### config.mk
export PLATFORM = sky130hd
export DESIGN_NAME = voice_allocator
export DESIGN_NICKNAME = d
export VERILOG_FILES = /design/src/rtl/voice_allocator.sv
export SDC_FILE = /design/constraint.sdc
export NUM_CORES = 1
export LEC_CHECK = 0
export CAP_MARGIN = 20
export CORE_MARGIN = 4
export CORE_UTILIZATION = 30
export CTS_BUF_LIST = sky130_fd_sc_hd__clkbuf_4 sky130_fd_sc_hd__clkbuf_8
export CTS_CLUSTER_DIAMETER = 40
export DETAILED_ROUTE_END_ITERATION = 8
export GPL_TIMING_DRIVEN = 0
export PLACE_DENSITY = 0.49
export SYNTH_ARGS = -nofsm -noshare
export SYNTH_HDL_FRONTEND = slang
export SYNTH_SLANG_ARGS = --single-unit
### constraint.sdc
create_clock -name clk -period 3.9 [get_ports clk]
set_input_delay 0.78 -clock clk [delete_from_list [all_inputs] [get_ports clk]]
set_output_delay 0.78 -clock clk [all_outputs]
set_load 0.02 [all_outputs]
### src/rtl/voice_allocator.sv
// Polyphonic voice allocator: a small FIFO buffers 16-bit note commands, then each command is
// run through a one-voice-per-cycle scan and a single apply cycle (match, else free, else steal oldest).
`timescale 1ns/1ps
module voice_allocator #(
  parameter int NUM_VOICES = 16,
  parameter int FIFO_DEPTH = 4,
  parameter int AGE_W      = 6
) (
  input  logic                    clk,
  input  logic                    reset,
  input  logic                    cmd_write,
  input  logic [15:0]             cmd_data,
  input  logic                    ovf_clear,
  output logic                    busy,
  output logic                    overflow,
  output logic [NUM_VOICES-1:0]   voice_gate,
  output logic [7*NUM_VOICES-1:0] voice_note,
  output logic [8*NUM_VOICES-1:0] voice_vel,
  output logic [NUM_VOICES-1:0]   voice_retrig,
  output logic                    steal
);

  localparam int IDX_W = (NUM_VOICES > 1) ? $clog2(NUM_VOICES) : 1;
  localparam int PTR_W = (FIFO_DEPTH > 1) ? $clog2(FIFO_DEPTH) : 1;
  localparam int CNT_W = PTR_W + 1;
  localparam logic [IDX_W-1:0] LAST_IDX      = IDX_W'(NUM_VOICES - 1);
  localparam logic [CNT_W-1:0] FIFO_FULL_CNT = CNT_W'(FIFO_DEPTH);
  localparam logic [AGE_W-1:0] AGE_MAX       = '1;
  localparam logic [6:0]       STOP_ALL_NOTE = 7'd127;

  typedef enum logic [1:0] {IDLE, SCAN, APPLY} state_e;

  // Command FIFO
  logic [15:0]      fifo_mem_q [FIFO_DEPTH];
  logic [PTR_W-1:0] wr_ptr_q, wr_ptr_d;
  logic [PTR_W-1:0] rd_ptr_q, rd_ptr_d;
  logic [CNT_W-1:0] count_q, count_d;
  logic             overflow_q, overflow_d;
  logic             fifo_empty, fifo_full, push, pop;
  logic [15:0]      fifo_head;
  logic             head_is_stop_all;

  // Scheduler
  state_e           state_q, state_d;
  logic [15:0]      cmd_q, cmd_d;
  logic [IDX_W-1:0] idx_q, idx_d;
  logic             match_vld_q, match_vld_d;
  logic [IDX_W-1:0] match_idx_q, match_idx_d;
  logic             free_vld_q, free_vld_d;
  logic [IDX_W-1:0] free_idx_q, free_idx_d;
  logic             oldest_vld_q, oldest_vld_d;
  logic [IDX_W-1:0] oldest_idx_q, oldest_idx_d;
  logic [AGE_W-1:0] oldest_age_q, oldest_age_d;
  logic             cmd_start, cmd_stop_all;
  logic [6:0]       cmd_note;
  logic [7:0]       cmd_vel;
  logic [IDX_W-1:0] target;

  // Voice state
  logic [NUM_VOICES-1:0] gate_q, gate_d;
  logic [6:0]            note_q [NUM_VOICES];
  logic [6:0]            note_d [NUM_VOICES];
  logic [7:0]            vel_q  [NUM_VOICES];
  logic [7:0]            vel_d  [NUM_VOICES];
  logic [AGE_W-1:0]      age_q  [NUM_VOICES];
  logic [AGE_W-1:0]      age_d  [NUM_VOICES];
  logic [NUM_VOICES-1:0] retrig_q, retrig_d;
  logic                  steal_q, steal_d;

  assign fifo_empty       = (count_q == '0);
  assign fifo_full        = (count_q == FIFO_FULL_CNT);
  assign fifo_head        = fifo_mem_q[rd_ptr_q];
  assign head_is_stop_all = !fifo_head[15] && (fifo_head[14:8] == STOP_ALL_NOTE);
  assign pop              = (state_q == IDLE) && !fifo_empty;
  // A full FIFO still accepts a write when the scheduler drains an entry in the same cycle.
  assign push             = cmd_write && (!fifo_full || pop);

  assign cmd_start    = cmd_q[15];
  assign cmd_note     = cmd_q[14:8];
  assign cmd_vel      = cmd_q[7:0];
  assign cmd_stop_all = !cmd_start && (cmd_note == STOP_ALL_NOTE);
  assign target       = match_vld_q ? match_idx_q : (free_vld_q ? free_idx_q : oldest_idx_q);

  always_comb begin
    wr_ptr_d = wr_ptr_q;
    rd_ptr_d = rd_ptr_q;
    count_d  = count_q;
    if (push) wr_ptr_d = wr_ptr_q + 1'b1;
    if (pop)  rd_ptr_d = rd_ptr_q + 1'b1;
    case ({push, pop})
      2'b10:   count_d = count_q + 1'b1;
      2'b01:   count_d = count_q - 1'b1;
      default: count_d = count_q;
    endcase
    // A dropped write outranks a clear arriving in the same cycle.
    if (cmd_write && !push) overflow_d = 1'b1;
    else if (ovf_clear)     overflow_d = 1'b0;
    else                    overflow_d = overflow_q;
  end

  // NOTE: FIFO storage has no reset; an entry is only read after it was written, and count_q guards that.
  always_ff @(posedge clk) begin
    if (push) fifo_mem_q[wr_ptr_q] <= cmd_data;
  end

  always_comb begin
    // NOTE: every _d first takes a hold value so no branch below can infer a latch.
    state_d      = state_q;
    cmd_d        = cmd_q;
    idx_d        = idx_q;
    match_vld_d  = match_vld_q;
    match_idx_d  = match_idx_q;
    free_vld_d   = free_vld_q;
    free_idx_d   = free_idx_q;
    oldest_vld_d = oldest_vld_q;
    oldest_idx_d = oldest_idx_q;
    oldest_age_d = oldest_age_q;
    gate_d       = gate_q;
    note_d       = note_q;
    vel_d        = vel_q;
    age_d        = age_q;
    retrig_d     = '0;
    steal_d      = 1'b0;

    case (state_q)
      IDLE: begin
        if (pop) begin
          cmd_d        = fifo_head;
          idx_d        = '0;
          match_vld_d  = 1'b0;
          free_vld_d   = 1'b0;
          oldest_vld_d = 1'b0;
          state_d      = head_is_stop_all ? APPLY : SCAN;
        end
      end

      SCAN: begin
        if (gate_q[idx_q]) begin
          if (!match_vld_q && (note_q[idx_q] == cmd_note)) begin
            match_vld_d = 1'b1;
            match_idx_d = idx_q;
          end
          // Strict greater-than keeps the lowest index on equal ages.
          if (!oldest_vld_q || (age_q[idx_q] > oldest_age_q)) begin
            oldest_vld_d = 1'b1;
            oldest_idx_d = idx_q;
            oldest_age_d = age_q[idx_q];
          end
        end else if (!free_vld_q) begin
          free_vld_d = 1'b1;
          free_idx_d = idx_q;
        end
        if (idx_q == LAST_IDX) state_d = APPLY;
        else                   idx_d   = idx_q + 1'b1;
      end

      APPLY: begin
        state_d = IDLE;
        if (cmd_stop_all) begin
          gate_d = '0;
          for (int i = 0; i < NUM_VOICES; i++) age_d[i] = '0;
        end else if (!cmd_start) begin
          if (match_vld_q) begin
            gate_d[match_idx_q] = 1'b0;
            age_d[match_idx_q]  = '0;
          end
        end else begin
          for (int i = 0; i < NUM_VOICES; i++) begin
            if (gate_q[i] && (IDX_W'(i) != target) && (age_q[i] != AGE_MAX))
              age_d[i] = age_q[i] + 1'b1;
          end
          gate_d[target]   = 1'b1;
          note_d[target]   = cmd_note;
          vel_d[target]    = cmd_vel;
          age_d[target]    = '0;
          retrig_d[target] = 1'b1;
          steal_d          = !match_vld_q && !free_vld_q;
        end
      end

      default: state_d = IDLE;
    endcase
  end

  always_ff @(posedge clk or negedge reset) begin
    if (!reset) begin
      wr_ptr_q     <= '0;
      rd_ptr_q     <= '0;
      count_q      <= '0;
      overflow_q   <= 1'b0;
      state_q      <= IDLE;
      cmd_q        <= '0;
      idx_q        <= '0;
      match_vld_q  <= 1'b0;
      match_idx_q  <= '0;
      free_vld_q   <= 1'b0;
      free_idx_q   <= '0;
      oldest_vld_q <= 1'b0;
      oldest_idx_q <= '0;
      oldest_age_q <= '0;
      gate_q       <= '0;
      retrig_q     <= '0;
      steal_q      <= 1'b0;
      for (int i = 0; i < NUM_VOICES; i++) begin
        note_q[i] <= '0;
        vel_q[i]  <= '0;
        age_q[i]  <= '0;
      end
    end else begin
      // NOTE: non-blocking updates so every flop samples the pre-edge value of its neighbours.
      wr_ptr_q     <= wr_ptr_d;
      rd_ptr_q     <= rd_ptr_d;
      count_q      <= count_d;
      overflow_q   <= overflow_d;
      state_q      <= state_d;
      cmd_q        <= cmd_d;
      idx_q        <= idx_d;
      match_vld_q  <= match_vld_d;
      match_idx_q  <= match_idx_d;
      free_vld_q   <= free_vld_d;
      free_idx_q   <= free_idx_d;
      oldest_vld_q <= oldest_vld_d;
      oldest_idx_q <= oldest_idx_d;
      oldest_age_q <= oldest_age_d;
      gate_q       <= gate_d;
      retrig_q     <= retrig_d;
      steal_q      <= steal_d;
      note_q       <= note_d;
      vel_q        <= vel_d;
      age_q        <= age_d;
    end
  end

  assign busy         = (state_q != IDLE) || !fifo_empty;
  assign overflow     = overflow_q;
  assign voice_gate   = gate_q;
  assign voice_retrig = retrig_q;
  assign steal        = steal_q;

  for (genvar g = 0; g < NUM_VOICES; g++) begin : g_pack
    assign voice_note[7*g +: 7] = note_q[g];
    assign voice_vel[8*g +: 8]  = vel_q[g];
  end

endmodule

Word-level counts from Yosys, hierarchy flattened:

Memories as Yosys holds them, arrays and structs flattened.
Cells that the tools add are included.

* $add $sub $neg: 21
* multipliers: 0
* divide/modulo/power cells: 0
* magnitude comparators: 11
* equality and inequality tests: 47
* shift operators: 0
* muxes and demuxes: 121
* bitwise logic cells: 13
* reduce and logical (&&, ||, !) cells: 73

Operators with widths (count)
* 6-bit two-way mux: 68
* 96-bit two-way mux: 3
* 96-bit AND: 2
* 96-bit inverter: 2
* 128-bit bitwise mux: 1
* 112-bit bitwise mux: 1
* 6-bit by 1-bit adder with 6-bit output, second input constant: 16
* 16-bit two-way mux: 6
* 6-bit inequality test, second input constant: 16
* 6-bit demux with 4-bit select: 2
* 1-bit logical AND: 43
* 8-bit demux with 4-bit select: 1
* 4-bit inequality test, first input constant: 8
* 7-bit binary-select mux with 4-bit select: 1
* 7-bit demux with 4-bit select: 1
* 6-bit binary-select mux with 4-bit select: 1
* 7-bit two-way mux: 3
* 3-bit AND reduction: 6
* 16-bit AND: 1
* 1-bit two-way mux: 16
* 4-bit two-way mux: 4
* 3-bit by 4-bit inequality test with 1-bit output, first input constant: 4
* 16-bit inverter: 1
* 16-bit OR: 1
* 37 further kinds: 78

* register bits: 420
* latch bits: 0
* RAM bits: 64
* ROM bits: 0
* input port bits: 20
* output and inout bits: 275
* logic and storage cells: 352
* memories kept: 1

Memory list
* fifo_mem_q: depth 4, width 16, read ports 1, clocked after Yosys merged registers in 0, wr ports 1, RTL line 34 `logic [15:0] fifo_mem_q [FIFO_DEPTH];`

Longest topological paths before layout:

Gate-level depths: netlist (run 1).

* depth in word-level cells: 12
* mapped depth: 17
* mapped depth without buffers: 11

Worst setup path after synthesis (run 1):

No wires, ideal clock.

* path type: reg-to-reg
* start: register idx_q[0]
* end: register oldest_age_q[0]
* library setup time: 0.125 ns
* arrival: 3.726 ns
* required time: 3.775 ns
* slack: 0.049 ns
* stages on the path, launching flop included: 15
* buffers on the path: 5
* path through: dfrtp_1 > buf_6 > buf_12 > buf_2 > buf_1 > mux4_2 > mux4_2 > ha_1 > a21o_1 > a21oi_1 > o21ai_0 > o21ai_0 > a21boi_0 > buf_2 > mux2_2

* cells in the longest elaborated chain, start to end: 7
* elaborated cells on any way between the ends: 9

RTL lines
* start, declared: RTL line 46 `logic [IDX_W-1:0] idx_q, idx_d;`
* start signal, assigned: RTL line 217 `idx_q <= idx_d;`
* 4-bit inverter with 5-bit output (implied by the code): RTL line 144, 147
* 6-bit binary-select mux with 4-bit select: RTL line 144, 147
* 6-bit two-way mux (implied by the code) (2 in a row): RTL line 144, 147
* 6-bit greater-than comparator: RTL line 144 `if (!oldest_vld_q || (age_q[idx_q] > oldest_age_q)) begin`
* 1-bit logical OR: RTL line 144
* 3-bit AND reduction (no source line)
* end signal, assigned: RTL line 224 `oldest_age_q <= oldest_age_d;`
* end, declared: RTL line 53 `logic [AGE_W-1:0] oldest_age_q, oldest_age_d;`

Parallel ways exist; a longest one is shown, timed or not. The select of a mux whose other input is x is not followed.
A chain may end at the register's enable or synchronous reset.

Final worst setup path (run 1):

* start: register free_vld_q
* end: register vel_q (netlist bit voice_vel[93])

* cells in the longest elaborated chain, start to end: 8
* elaborated cells on any way between the ends: 9

RTL lines
* start, declared: RTL line 49 `logic free_vld_q, free_vld_d;`
* start signal, assigned: RTL line 220 `free_vld_q <= free_vld_d;`
* 4-bit two-way mux * (2 in a row): RTL line 82 `assign target = match_vld_q ? match_idx_q : (free_vld_q ? free_idx_q : oldest_idx_q);`
* 4-bit inverter with 5-bit output (implied by the code) *: RTL line 174 `vel_d[target] = cmd_vel;`
* 5-bit greater-or-equal comparator (implied by the code) or 5-bit by 1-bit less-than comparator with 1-bit output (tied branches): RTL line 174
* 1-bit logical AND (implied by the code): RTL line 174
* 8-bit two-way mux (implied by the code): RTL line 174
* 8-bit demux with 4-bit select *: RTL line 174
* 128-bit bitwise mux *: RTL line 174
* end signal, assigned: RTL line 229 `vel_q <= vel_d;`
* end, declared: RTL line 63 `logic [7:0] vel_q [NUM_VOICES];`

Every way passes the cells marked *; elsewhere a longest branch is shown, timed or not.

==> metrics.txt, run 1 <==
register area share after synthesis a little over half; number of synthesized flops with an enable pin 64; H-tree levels 3; initial DRC count roughly 1500; worst relative slew slack a little under a fifth; Synthesized Nets a little under 2000; area share of the largest cell type after synthesis 45.7%; drt via density approximately 5.2; DP Wirelength between 60000 and 70000 um; final hold vios 0; worst r2r src free_vld_q; Setup Skew between 30 and 40 ps; Die H between 200 and 300 um; Least-Margin Pin Slew 1200 ps; CTS tree built; peak supply drop around 0.00035 V; pin count of the biggest net entering global routing between 100 and 150; Die ar. between 80000 and 90000 um2; Syn Area/Cell approximately 12 um2; crit path kind register to register; share of cells above drive strength 1 between 20% and 30%; mean routed wirelength per cell between 20 and 30 um; area leader, netlist dfrtp_1; max capacitance violation total 0; #FFs+latches synth 484; Leak 12.9 nW; initial antenna violation count 7; Routed Antenna Nets 0; non-filler cells, final between 3000 and 4000; IO Pins 295; fin crit share a little over nine tenths; Final Critical Period 3790 ps; min-delay worst type input pin to asynchronous set/reset pin; placed insts ~3200; vias in the first global route ~19000; synth top area cells dfrtp_1 46%, mux2_2 12%, edfxtp_1 8.4%, mux4_2 5.5%, nand2_1 4.0%; Core Area approximately 76000 um2; Max Freq between 0.2 and 0.3 GHz; Netlist cell types 75; Skew-Pair Late Insertion Delay between 700 and 800 ps; Post-Syn Area 23000 um2; Yosys warnings 0; Post-Syn Instances around 1900; Die W roughly 280 um; ys flop type dfrtp_1; Root Driver clkbuf_8; Synth async-reset ratio just under 90%; first-pass GRT wire length between 100000 and 150000 um; R2R Setup Slk roughly 110 ps; First-pass DRT Iterations 6; crit end category register; Max Root-Sink Buffers 3; Overall Power between 0.015 and 0.02 W; Post-Route WL slightly below 90000 um; FP Rows 101; routability cong. between 0.9 and 1; Synth-to-Final Area Change 29.0%; clk sinks a little under 500; Final Setup Violations 0; pins over their slew limit 0; GRT Total Usage a little over a fifth; PortBufs roughly 300; Max FO, Critical Path 10; gr ovfl total 0; vias 17810; Final nets 2336; status finished clean; PD cells ~600 nW/um2; TritonCTS buffer count 95; Req. time, crit path 4460 ps; RSZ-0062 raised after global routing no; arrival time worst endpoint 4360 ps; initial core utilization roughly 30%; end of the worst register-to-register path voice_vel[93]; CTS clk-pin slew, worst paths 50 ps; crit path launch type register; DRC 0; FF-to-FF path depth 8
==> cell usage in the layout (no fill, tap or decap), types with 31 or more instances in the layout <==
| master | n |
|---|---|
| mux2i_1 | 36 |
| clkdlybuf4s50_1 | 293 |
| clkbuf_1 | 54 |
| nand2_1 | 243 |
| nor2_1 | 55 |
| inv_1 | 40 |
| o21ai_0 | 155 |
| edfxtp_1 | 64 |
| mux2_2 | 244 |
| clkbuf_8 | 110 |
| and3_1 | 31 |
| a21oi_1 | 47 |
| dfrtp_1 | 420 |
| nand3_1 | 36 |
| mux4_2 | 56 |
==> report_power, final <==
group	leakage, nW	internal [W]	total (W)	switching, W
clock network	1.13	0.00337	0.00574	0.00237
logic	5.40	0.00220	0.00589	0.00369
registers	6.37	0.00580	0.00633	0.000529
total	12.9	0.0114	0.0180	0.00660
==> flip-flops by register name, indices dropped and copies added (netlist names), 2 cells and up <==
name	cells
age_q	96
count_q	3
voice_gate	16
oldest_idx_q	4
oldest_age_q	6
voice_note	112
free_idx_q	4
state_q	2
rd_ptr_q	2
cmd_q	16
match_idx_q	4
idx_q	4
voice_retrig	16
voice_vel	128
fifo_mem_q	64
wr_ptr_q	2
==> cell families (layout without fill, tap and decap cells) <==
logic type	after synthesis	after routing	synth area share, %
flops	484	484	54.1
simple gates	472	472	9.50
compound gates	360	360	9.82
mux	346	346	20.1
buf+inv	157	638	3.43
xor+xnor	37	37	1.41
fa+ha+maj	29	29	1.61
other cells	0	2	0
==> worst max-delay path by stage <==
stage / start / end / slack, ps / cells past startpoint
CTS: idx_q[1] / oldest_age_q[1] / 20 / 13
floorplan: idx_q[0] / oldest_age_q[0] / 50 / 14
detailed placement: idx_q[1] / oldest_age_q[0] / -1090 / 14
finish: free_vld_q / voice_vel[93] / 110 / 8
global route: idx_q[1] / oldest_idx_q[0] / 10 / 12
global placement: reset / voice_vel[78] / -17470 / 1
==> repair_timing <==
| action | CTS | global route |
|---|---|---|
| gates resized for setup | 19 | 17 |
| hold buffers | 1 | 0 |
| gates cloned | 0 | 1 |
| endpoints found under the hold margin | 2 | 0 |
| pin swaps | 0 | 1 |
| setup buffers | 0 | 4 |
| endpoints found under the setup margin | 35 | 38 |
==> cell type report <==
class	count	area, um2
Tap cell	1030	1290
Buffer	114	706
Inverter	41	154
Timing Repair Buffer	307	3140
Clock inverter	40	438
Sequential cell	484	12400
Antenna cell	2	5.00
Clock buffer	136	1700
Fill cell	7370	46300
Multi-Input combinational cell	1244	9790
==> layer usage <==
layer	track usage, %	vias to the layer above	wire, um
li1	-	7790	-
met1	27.3	9173	36100
met2	34.3	694	41000
met3	6.18	149	7480
met4	6.47	4	2390
met5	0	-	21
==> synthesized netlist by cell type, types with 22 or more instances <==
cell and instances:
dfrtp_1 420, mux2_2 244, nand2_1 243, o21ai_0 155
edfxtp_1 64, nor2_1 60, clkbuf_1 57, mux4_2 56
a21oi_1 47, inv_1 40, mux2i_1 36, nand3_1 36
and3_1 31, buf_2 28, ha_1 28, nand4_1 28
o31ai_1 27, a31oi_1 24, xor2_1 22
==> worst max-delay path, stage by stage (launching register included) <==
cell	delay (ps)
dfrtp_1	350
buf_2	180
mux2i_1	150
o21a_1	170
buf_2	200
nor4_2	910
nand2_1	650
clkbuf_2	610
mux2_2	430
==> metrics by stage <==
| step | area, um2 | hold slack [ps] | setup slack [ps] | setup TNS, ps | utilization, % |
|---|---|---|---|---|---|
| 2_1_floorplan | 23000 | 454 | 49.0 | 0 | - |
| 3_3_place_gp | 27200 | 464 | -17470 | -7339300 | 35.8 |
| 3_5_place_dp | 27400 | 466 | -1090 | -12530 | 36.0 |
| 4_1_cts | 29600 | 433 | 15.5 | 0 | 38.9 |
| 5_1_grt | 29600 | 475 | 13.6 | 0 | 39.0 |
| 6_report | 29600 | 476 | 105 | 0 | 39.0 |
Note: power is estimated with default switching activity, not from simulation.
==> run 2: changes to the inputs <==
--- a/config.mk
+++ b/config.mk
@@ -6,13 +6,14 @@
 export NUM_CORES = 1
 export LEC_CHECK = 0
 export CAP_MARGIN = 20
+export CORE_ASPECT_RATIO = 1.4
 export CORE_MARGIN = 4
-export CORE_UTILIZATION = 30
+export CORE_UTILIZATION = 52
 export CTS_BUF_LIST = sky130_fd_sc_hd__clkbuf_4 sky130_fd_sc_hd__clkbuf_8
 export CTS_CLUSTER_DIAMETER = 40
 export DETAILED_ROUTE_END_ITERATION = 8
 export GPL_TIMING_DRIVEN = 0
-export PLACE_DENSITY = 0.49
+export PLACE_DENSITY = 0.78
 export SYNTH_ARGS = -nofsm -noshare
 export SYNTH_HDL_FRONTEND = slang
 export SYNTH_SLANG_ARGS = --single-unit
==> run 2 against run 1 <==
  * Non-clock buffer count is 6 lower
  * Die area is 41% lower
  * Critical endpoint is now voice_note[10]
  * Design area is 3.8% lower
  * Combinational power is 2% lower
  * Cell count is 15% lower
  * Largest power group unchanged
==> metrics.txt, run 2 (same netlist as run 1, synthesis figures left out) <==
pins over their slew limit 0; Area after DPL roughly 27000 um2; FF-to-FF path depth 6; Skew-Pair Late Insertion Delay between 600 and 700 ps; pin count of the biggest net entering global routing around 120; met3 routed WL between 6000 and 7000 um; min-delay worst type input pin to asynchronous set/reset pin; R2R Setup Slk 110 ps; setup_tns 0 ps; placed insts roughly 2700; final hold vios 0; Die H approximately 260 um; status finished clean; drt via density 6.28; crit end category register; Synth-to-Final Area Change 24.1%; Final nets 2313; PD cells roughly 590 nW/um2; Least-Margin Pin Slew approximately 1100 ps; TritonCTS buffer count approximately 80; end of the worst register-to-register path voice_note[10]; most frequent cells in the layout 420 x dfrtp_1, 293 x clkdlybuf4s50_1, 244 x mux2_2; fin crit share 97.2%; family with the most delay on the worst path buffers and inverters; Routed Antenna Nets 0; critical-path cell list clkbuf_1, nand2_1, clkbuf_1, nor2_1, clkbuf_1, mux2_2; crit path launch type register; peak supply drop between 0.0004 and 0.0005 V; initial core utilization 52.9%; Post-Route WL approximately 77000 um; Post-CTS Setup Bufs 0; Top cell by count, worst path clkbuf_1; H-tree levels 3; Max Freq around 0.26 GHz; max incr delay on CP 890 ps; Final Critical Period between 3000 and 4000 ps; FP Rows 90; Overall Power roughly 0.017 W; Core Area 43500 um2; CTS clk-pin slew, worst paths roughly 60 ps; Setup Skew 37.6 ps; DP Wirelength about 56000 um; RSZ-0062 raised after global routing no; Die W approximately 190 um; Final Setup Violations 0; Met1 Wirelength approximately 26000 um; Root Driver clkbuf_8; CTS tree built; worst r2r src cmd_q[15]; max capacitance violation total 0; max FFs per register ~130; GRT Total Usage between 30 and 40%; Layout fillers approximately 3200; routability cong. 1.00; mean routed wirelength per cell around 27 um; Die ar. around 48000 um2; Max FO, Critical Path 10; first-pass GRT wire length 116000 um; share of cells above drive strength 1 between 20% and 30%; Critical-path top delay cell nor2_1; arrival time worst endpoint 4320 ps; crit path kind register to register; DR top layer met4; Leak 12.6 nW; initial DRC count 1744; IO Pins roughly 300; Max Root-Sink Buffers 3; vias in the first global route around 19000; initial antenna violation count 2; met2 WL 38100 um; vias about 18000; clk sinks about 480; DRC 0; PortBufs just under 300; design area 28500 um2; critical path launch point cmd_q[15]; gr ovfl total 0; worst relative slew slack between 20% and 30%; non-filler cells, final roughly 2900; First-pass DRT Iterations 6; leading cell type in the layout, fill and taps excluded dfrtp_1; WP buf/inv 3; Req. time, crit path 4420 ps
-- run 2: how the worst max path moves through the flow --
| stage | end | slack (ps) | depth (start not counted) |
|---|---|---|---|
| global route | oldest_age_q[1] | 4 | 12 |
| finish | voice_note[10] | 110 | 6 |
| detailed placement | oldest_age_q[5] | -1080 | 14 |
| global placement | voice_vel[50] | -16280 | 1 |
| floorplan | oldest_age_q[0] | 50 | 14 |
| CTS | oldest_age_q[1] | 6 | 13 |
-- run 2: layout make-up --
class                           count  area [um2]  share of cell area [%]
Tap cell                          552         691                    2.42
Multi-Input combinational cell   1244        9780                    34.3
Clock buffer                      124        1540                    5.41
Inverter                           41         154                   0.539
Sequential cell                   484       12400                    43.6
Clock inverter                     18         174                   0.609
Timing Repair Buffer              302        3090                    10.8
Buffer                            113         666                    2.33
Antenna cell                        2        5.00                  0.0175
-- run 2: timing repair --
item | CTS | global route
hold buffers | 0 | 0
gates cloned | 0 | 1
resized for setup | 14 | 14
setup endpoints to repair | 10 | 18
-- run 2: stage by stage --
step           hold WS (ps)  worst slack, ps  utilization (%)
2_1_floorplan           454             49.0                -
3_3_place_gp            462           -16280             61.2
3_5_place_dp            471            -1080             61.5
4_1_cts                17.4             6.15             65.5
5_1_grt                54.3             3.62             65.6
6_report               24.5              107             65.6
-- run 2: per-layer routing --
layer	up-vias	track usage [%]
met4	0	19.0
met1	9025	36.7
met5	-	0
li1	7714	-
met3	347	8.51
met2	1012	53.5
-- run 2: where the power goes --
| part | switching, W | internal (W) | leakage [nW] |
|---|---|---|---|
| combinational | 0.00358 | 0.00217 | 5.36 |
| sequential | 0.000514 | 0.00579 | 6.37 |
| clock | 0.00216 | 0.00261 | 0.894 |
| total | 0.00625 | 0.0106 | 12.6 |
